<file path="src/rtl/lock_pkg.sv">
// Shared definitions for the lock/sweep controller: state encoding, widths and
// the {on, hold, locked} control pattern driven in each state.
package lock_pkg;
    localparam int STATE_W             = 3;
    localparam int DEFAULT_SIGNAL_SIZE = 25;
    localparam int DEFAULT_CW          = 24;

    typedef enum logic [STATE_W-1:0] {
        ST_IDLE    = 3'd0,
        ST_SWEEP   = 3'd1,
        ST_ACQUIRE = 3'd2,
        ST_LOCKED  = 3'd3,
        ST_HOLD    = 3'd4
    } lock_state_t;

    // Returns {on, hold, locked} for a state.
    function automatic logic [2:0] ctrl_of(input lock_state_t s);
        case (s)
            ST_ACQUIRE: return 3'b100;
            ST_LOCKED:  return 3'b101;
            ST_HOLD:    return 3'b110;
            default:    return 3'b000;
        endcase
    endfunction
endpackage

</file>
<file path="src/rtl/tri_sweep.sv">
// Triangle sweep generator bouncing between SLL and SUL. The first run cycle
// after a clear loads SLL; later run cycles advance by step.
module tri_sweep
    import lock_pkg::*;
#(
    parameter int SIGNAL_SIZE = DEFAULT_SIGNAL_SIZE
) (
    input  logic                          clk,
    input  logic                          rst_n,
    input  logic                          run,
    input  logic                          clear,
    input  logic signed [SIGNAL_SIZE-1:0] SLL,
    input  logic signed [SIGNAL_SIZE-1:0] SUL,
    input  logic signed [SIGNAL_SIZE-1:0] step,
    output logic signed [SIGNAL_SIZE-1:0] out
);
    logic signed [SIGNAL_SIZE-1:0] out_reg;
    logic                          dir_down_reg;
    logic                          primed_reg;
    logic signed [SIGNAL_SIZE:0]   cur_w;
    logic signed [SIGNAL_SIZE:0]   step_w;
    logic signed [SIGNAL_SIZE:0]   sll_w;
    logic signed [SIGNAL_SIZE:0]   sul_w;
    logic signed [SIGNAL_SIZE:0]   nxt_w;

    // One extra bit of headroom so stepping past a rail cannot wrap.
    always_comb begin
        cur_w  = {out_reg[SIGNAL_SIZE-1], out_reg};
        step_w = {step[SIGNAL_SIZE-1], step};
        sll_w  = {SLL[SIGNAL_SIZE-1], SLL};
        sul_w  = {SUL[SIGNAL_SIZE-1], SUL};
        nxt_w  = dir_down_reg ? (cur_w - step_w) : (cur_w + step_w);
    end

    always_ff @(posedge clk or negedge rst_n) begin
        if (!rst_n) begin
            out_reg      <= '0;
            dir_down_reg <= 1'b0;
            primed_reg   <= 1'b0;
        end else if (clear) begin
            out_reg      <= '0;
            dir_down_reg <= 1'b0;
            primed_reg   <= 1'b0;
        end else if (run) begin
            if (!primed_reg) begin
                out_reg      <= SLL;
                dir_down_reg <= 1'b0;
                primed_reg   <= 1'b1;
            end else if (SLL >= SUL) begin
                out_reg <= SLL;
            end else if (nxt_w >= sul_w) begin
                out_reg      <= SUL;
                dir_down_reg <= 1'b1;
            end else if (nxt_w <= sll_w) begin
                out_reg      <= SLL;
                dir_down_reg <= 1'b0;
            end else begin
                out_reg <= nxt_w[SIGNAL_SIZE-1:0];
            end
        end
    end

    assign out = out_reg;
endmodule

</file>
<file path="src/rtl/lock_sweep_ctrl.sv">
// Lock acquisition controller: sweeps the actuator until the lock indicator is
// seen, lets the servo settle, then supervises the lock and recovers from loss.
module lock_sweep_ctrl
    import lock_pkg::*;
#(
    parameter int SIGNAL_SIZE = DEFAULT_SIGNAL_SIZE,
    parameter int CW          = DEFAULT_CW
) (
    input  logic                          clk,
    input  logic                          rst_n,
    input  logic                          enable,
    input  logic signed [SIGNAL_SIZE-1:0] level_in,
    input  logic signed [SIGNAL_SIZE-1:0] TH,
    input  logic signed [SIGNAL_SIZE-1:0] s_fb,
    input  logic signed [SIGNAL_SIZE-1:0] LL,
    input  logic signed [SIGNAL_SIZE-1:0] UL,
    input  logic signed [SIGNAL_SIZE-1:0] SLL,
    input  logic signed [SIGNAL_SIZE-1:0] SUL,
    input  logic signed [SIGNAL_SIZE-1:0] step,
    input  logic        [CW-1:0]          n_conf,
    input  logic        [CW-1:0]          n_settle,
    input  logic        [CW-1:0]          n_loss,
    input  logic        [CW-1:0]          n_hold,
    output logic                          on,
    output logic                          hold,
    output logic signed [SIGNAL_SIZE-1:0] sweep_out,
    output logic                          locked,
    output logic        [STATE_W-1:0]     state
);
    lock_state_t   state_reg;
    logic [CW-1:0] cnt_reg;
    logic [CW-1:0] cnt_inc;
    logic [2:0]    ctrl_reg;
    logic          present;
    logic          railed;
    logic          conf_hit;
    logic          settle_hit;
    logic          loss_hit;
    logic          hold_hit;
    logic          sweep_run;
    logic          sweep_clear;

    function automatic logic [CW-1:0] at_least_one(input logic [CW-1:0] n);
        return (n == '0) ? {{(CW-1){1'b0}}, 1'b1} : n;
    endfunction

    always_comb begin
        present     = (level_in >= TH);
        railed      = (s_fb <= LL) || (s_fb >= UL);
        cnt_inc     = (&cnt_reg) ? cnt_reg : cnt_reg + 1'b1;
        conf_hit    = present && (cnt_inc >= at_least_one(n_conf));
        settle_hit  = present && (cnt_inc >= at_least_one(n_settle));
        loss_hit    = !present && (cnt_inc >= at_least_one(n_loss));
        hold_hit    = (cnt_inc >= at_least_one(n_hold));
        sweep_clear = !enable;
        // The sweep freezes on the edge that leaves SWEEP so ACQUIRE sees the hit position.
        sweep_run   = enable && ((state_reg == ST_IDLE) ||
                                 ((state_reg == ST_SWEEP) && !conf_hit));
    end

    always_ff @(posedge clk or negedge rst_n) begin
        if (!rst_n) begin
            state_reg <= ST_IDLE;
            cnt_reg   <= '0;
            ctrl_reg  <= 3'b000;
        end else if (!enable) begin
            state_reg <= ST_IDLE;
            cnt_reg   <= '0;
            ctrl_reg  <= 3'b000;
        end else begin
            case (state_reg)
                ST_IDLE: begin
                    state_reg <= ST_SWEEP;
                    cnt_reg   <= '0;
                    ctrl_reg  <= ctrl_of(ST_SWEEP);
                end
                ST_SWEEP: begin
                    if (conf_hit) begin
                        state_reg <= ST_ACQUIRE;
                        cnt_reg   <= '0;
                        ctrl_reg  <= ctrl_of(ST_ACQUIRE);
                    end else begin
                        cnt_reg <= present ? cnt_inc : '0;
                    end
                end
                ST_ACQUIRE: begin
                    if (!present) begin
                        state_reg <= ST_SWEEP;
                        cnt_reg   <= '0;
                        ctrl_reg  <= ctrl_of(ST_SWEEP);
                    end else if (settle_hit) begin
                        state_reg <= ST_LOCKED;
                        cnt_reg   <= '0;
                        ctrl_reg  <= ctrl_of(ST_LOCKED);
                    end else begin
                        cnt_reg <= cnt_inc;
                    end
                end
                ST_LOCKED: begin
                    if (railed || loss_hit) begin
                        state_reg <= ST_HOLD;
                        cnt_reg   <= '0;
                        ctrl_reg  <= ctrl_of(ST_HOLD);
                    end else begin
                        cnt_reg <= present ? '0 : cnt_inc;
                    end
                end
                ST_HOLD: begin
                    // Timeout outranks recovery when both fire together.
                    if (hold_hit) begin
                        state_reg <= ST_SWEEP;
                        cnt_reg   <= '0;
                        ctrl_reg  <= ctrl_of(ST_SWEEP);
                    end else if (present && !railed) begin
                        state_reg <= ST_LOCKED;
                        cnt_reg   <= '0;
                        ctrl_reg  <= ctrl_of(ST_LOCKED);
                    end else begin
                        cnt_reg <= cnt_inc;
                    end
                end
                default: begin
                    state_reg <= ST_IDLE;
                    cnt_reg   <= '0;
                    ctrl_reg  <= 3'b000;
                end
            endcase
        end
    end

    tri_sweep #(
        .SIGNAL_SIZE(SIGNAL_SIZE)
    ) u_tri_sweep (
        .clk   (clk),
        .rst_n (rst_n),
        .run   (sweep_run),
        .clear (sweep_clear),
        .SLL   (SLL),
        .SUL   (SUL),
        .step  (step),
        .out   (sweep_out)
    );

    assign {on, hold, locked} = ctrl_reg;
    assign state              = state_reg;
endmodule

</file>
<file path="config.mk">
export PLATFORM = sky130hd
export DESIGN_NAME = lock_sweep_ctrl
export DESIGN_NICKNAME = d
export VERILOG_FILES = /design/src/rtl/lock_pkg.sv /design/src/rtl/tri_sweep.sv /design/src/rtl/lock_sweep_ctrl.sv
export SDC_FILE = /design/constraint.sdc
export NUM_CORES = 1
export LEC_CHECK = 0
export ABC_AREA = 0
export CAP_MARGIN = 20
export CORE_MARGIN = 2
export CORE_UTILIZATION = 28
export CTS_CLUSTER_DIAMETER = 200
export DETAILED_ROUTE_END_ITERATION = 8
export PLACE_DENSITY = 0.6
export SLEW_MARGIN = 20
export SYNTH_ARGS = -nofsm -noshare
export SYNTH_HDL_FRONTEND = slang
export SYNTH_SLANG_ARGS = --single-unit
</file>
<file path="constraint.sdc">
create_clock -name clk -period 10.8 [get_ports clk]
set_input_delay 1.62 -clock clk [delete_from_list [all_inputs] [get_ports clk]]
set_output_delay 1.62 -clock clk [all_outputs]
set_load 0.03 [all_outputs]
</file>
==> flow_summary.ini <==
[layout]
syn_to_final_growth_pct = 35.3
design.final.nets = 2405
largest_register_ffs = 25
drive_above_1_share = 0.0295
antenna_cells_inserted = 0

[synth]
synth_flop_cell = sky130_fd_sc_hd__dfrtp_1
edff_count_synth = 0
yosysUniqueCellTypes = 77
synthSimpleGateAreaFrac = 0.202
yosys-mux-area-fraction = 0.00636
synth_xor_xnor_area_share = 0.0491
post_synth_fa_ha_maj_area_fraction = 0.304
yosysWarningCount = 0
async_flop_share = 1.00
mappedNetlistNets = 2085
synth_compound_area_frac = 0.225
syn_area_mm2 = 0.0114
largest_family_of_logic_cells_by_synthesized_area = adder cells
ys_ff_latch = 56
synth.avg_cell_area_um2 = 7.57
sequential_fraction_of_the_synthesis_area = 0.123
synth_cells = 1509

[drt]
detailed_routing_iteration_count_for_the_pre_antenna_repair_pass = 5
drt_first_iter_violations = 691
detail-route-antenna-nets = 0
vias_per_cell = 5.16
drt_drc_violations_left = 0
postRouteWirelength_um = 41600
num_vias = 12100
post_drt_wl_per_cell_um = 17.7

[hold_path]
holdPathStages = 2
timing.hold.worst.class = reg2reg
worst_hold_path_ep = u_tri_sweep.dir_down_reg$_DFFE_PN0P_
holdCritStartpoint = u_tri_sweep.dir_down_reg$_DFFE_PN0P_

[floorplanning]
fp.dieArea_mm2 = 0.0424
fp.dieW_um = 206
i_o_pin_count = 330
rows = 73
initial_core_util = 0.285
die_y_um = 206
core_region_area_mm2 = 0.0400

[global_routing]
antenna_violations_before_repair = 1
grt_max_degree = 57
vias_in_the_first_global_route = 12300
final_global_route_overflow_total = 0
grt_util_all_layers = 0.192
grt_pass1_wl_um = 64800

[cts]
worst_skew_pair.late_latency_ns = 0.31
cts_hold_buf = 0
cts.repair.resized = 0
cts_htree_levels = 2
post-cts-setup-buffers = 0
cts_inserted_buffers = 5
clockRootBuffer = sky130_fd_sc_hd__clkbuf_16
clkSlewWorstSetupHoldPaths_ns = 0.08
cts.sinks = 56
clockBufferDepth = 2
tritoncts = yes

[placement]
gp_routability_congestion = 0.915
dp_hpwl_um = 36300
post-place-ws_ns = 1.76
port-buffer-count = 329

[timing]
timing.slew.headroom = 0.347
min_period_over_period = 0.817
fmax_ghz = 0.113
worst_slack_ns = 1.97
final-setup-viol-count = 0
rsz0062_at_grt = no
hold_violations = 0
timing.final.crit_period_ns = 8.83
finalSetupTns_ns = 0
worst-slew-pin-transition_ns = 0.980
finalHoldWorstSlack_ns = 0.531
fin_worst_skew_ns = 0.00925
timing_max_transition_violations_final = 0

[power]
power.density_cell_area_mw_per_mm2 = 193
static-leakage-power_nw = 7.57
vdd.ir_drop.worst_uv = 175

[setup_path]
criticalPathCategory = in2reg
timing.critical_path.required_ns = 11.01
cpMaxStageDelayCell = sky130_fd_sc_hd__mux2i_4
critical_path_peak_fanout = 33
kind_of_end_point_of_the_critical_path = flop
register_to_register_setup_slack_ns = 3.95
max_stage_delay_ns = 0.80
critical_path.reg2reg.startpoint = u_tri_sweep.dir_down_reg$_DFFE_PN0P_
critical_path_arrival_ns = 9.03
r2r-end = u_tri_sweep.out[10]$_DFFE_PN0P_
ff2ff_path_depth = 22
cp-start-kind = input port

[run_status]
status = complete, no violations

[job]
cap_viol_max_count = 0
[Yosys cell counts, types with 3 or more instances]
cell type / number / area [µm²]
sky130_fd_sc_hd__a2111oi_0: 4 / 35.0
sky130_fd_sc_hd__a211o_1: 6 / 52.6
sky130_fd_sc_hd__a211oi_1: 18 / 135
sky130_fd_sc_hd__a21o_1: 40 / 300
sky130_fd_sc_hd__a21oi_1: 92 / 460
sky130_fd_sc_hd__a21oi_2: 3 / 26.3
sky130_fd_sc_hd__a221o_1: 3 / 30.0
sky130_fd_sc_hd__a311oi_1: 3 / 26.3
sky130_fd_sc_hd__a31oi_1: 25 / 156
sky130_fd_sc_hd__and2_1: 3 / 18.8
sky130_fd_sc_hd__and3_1: 10 / 62.6
sky130_fd_sc_hd__and4_1: 6 / 52.6
sky130_fd_sc_hd__buf_2: 6 / 30.0
sky130_fd_sc_hd__buf_4: 6 / 45.0
sky130_fd_sc_hd__clkbuf_1: 7 / 26.3
sky130_fd_sc_hd__dfrtp_1: 56 / 1400
sky130_fd_sc_hd__ha_1: 276 / 3450
sky130_fd_sc_hd__inv_1: 240 / 901
sky130_fd_sc_hd__mux2i_1: 5 / 50.1
sky130_fd_sc_hd__nand2_1: 136 / 510
sky130_fd_sc_hd__nand2b_1: 16 / 100
sky130_fd_sc_hd__nand3_1: 30 / 150
sky130_fd_sc_hd__nand3b_1: 5 / 37.5
sky130_fd_sc_hd__nand4_1: 48 / 300
sky130_fd_sc_hd__nor2_1: 113 / 424
sky130_fd_sc_hd__nor2b_1: 12 / 75.1
sky130_fd_sc_hd__nor3_1: 28 / 140
sky130_fd_sc_hd__nor4_1: 36 / 225
sky130_fd_sc_hd__o211ai_1: 12 / 90.1
sky130_fd_sc_hd__o21a_1: 18 / 135
sky130_fd_sc_hd__o21ai_0: 60 / 300
sky130_fd_sc_hd__o21ai_1: 16 / 80.1
sky130_fd_sc_hd__o21bai_1: 7 / 52.6
sky130_fd_sc_hd__o221ai_1: 13 / 114
sky130_fd_sc_hd__o221ai_2: 11 / 165
sky130_fd_sc_hd__o22ai_1: 3 / 18.8
sky130_fd_sc_hd__o31ai_1: 8 / 60.1
sky130_fd_sc_hd__or2_2: 4 / 25.0
sky130_fd_sc_hd__or3_1: 11 / 68.8
sky130_fd_sc_hd__or4_1: 3 / 22.5
sky130_fd_sc_hd__xnor2_1: 47 / 412
sky130_fd_sc_hd__xor2_1: 17 / 149
[worst max-delay path by stage]
| stage | cells past startpoint | start | endpoint |
|---|---|---|---|
| after floorplan | 25 | step[5] | u_tri_sweep.out[9]$_DFFE_PN0P_ |
| after global placement | 25 | step[3] | u_tri_sweep.out[10]$_DFFE_PN0P_ |
| after detailed placement | 25 | step[3] | u_tri_sweep.out[10]$_DFFE_PN0P_ |
| after CTS | 25 | step[3] | u_tri_sweep.out[4]$_DFFE_PN0P_ |
| after global routing | 25 | step[3] | u_tri_sweep.out[10]$_DFFE_PN0P_ |
| final | 25 | step[3] | u_tri_sweep.out[10]$_DFFE_PN0P_ |
[worst max-delay path: cells and delay by family]
| kind | cells | cell delay [ns] |
|---|---|---|
| buffers and inverters | 1 | 0.49 |
| adders and majority gates | 2 | 0.73 |
| and+or+nand+nor | 10 | 3.27 |
| muxes | 1 | 0.80 |
| xor gates and xnor gates | 2 | 0.26 |
| AOI/OAI and AO/OA | 9 | 1.85 |
[cell families after synthesis]
group,Yosys count
muxes,6
DFF,56
xor gates and xnor gates,64
buffers and inverters,262
AOI/OAI and AO/OA,373
and+or+nand+nor,471
adders and majority gates,277
[metal layers]
metal  track usage  up-vias  share of wire
li1              -     6087              -
met1         0.247     5626           0.45
met2         0.334      355           0.47
met3        0.0237       71          0.050
met4        0.0569        2          0.031
met5             0        -        0.00031
[per-stage QoR]
stage | instance area, µm² | power [mW] | utilization | cells
3_3_place_gp | 15300 | 2.72 | 0.382 | 2347
6_report | 15500 | 2.99 | 0.386 | 2355
5_1_grt | 15500 | 3.28 | 0.386 | 2355
4_1_cts | 15400 | 2.97 | 0.386 | 2355
3_5_place_dp | 15300 | 2.77 | 0.382 | 2347
2_1_floorplan | 11400 | 2.07 | - | 1509
[power breakdown]
group / switching [mW] / internal [mW]
Sequential: 0.0712 / 0.262
Clock: 0.0912 / 0.0899
Combinational: 1.49 / 0.987
[cell type report]
type | count | area (µm²)
fillers | 4120 | 24600
multi-input cells | 1191 | 9000
clock inverters | 3 | 28.8
repair buffers | 335 | 3330
flip-flops and latches | 56 | 1400
inverters | 240 | 901
well taps | 525 | 657
clock buffers | 5 | 125
[placed cells by master (no fill, tap or decap), drive strengths merged, types with 6 or more instances in the layout]
cell,count
a211oi,19
nor4,38
nor3,28
o31ai,8
nor2,114
o21bai,7
a211o,6
xnor2,47
dfrtp,56
and3,10
xor2,17
a21o,40
or2,6
a2111oi,6
o211ai,14
inv,243
nand2b,16
o221ai,24
nand4,50
a31oi,25
a21oi,96
nor2b,12
buf,7
mux2i,6
nand2,136
o21a,18
nand3,30
clkdlybuf4s50,328
or3,11
ha,276
and4,6
o21ai,78
Note: power is estimated with default switching activity, not from simulation.
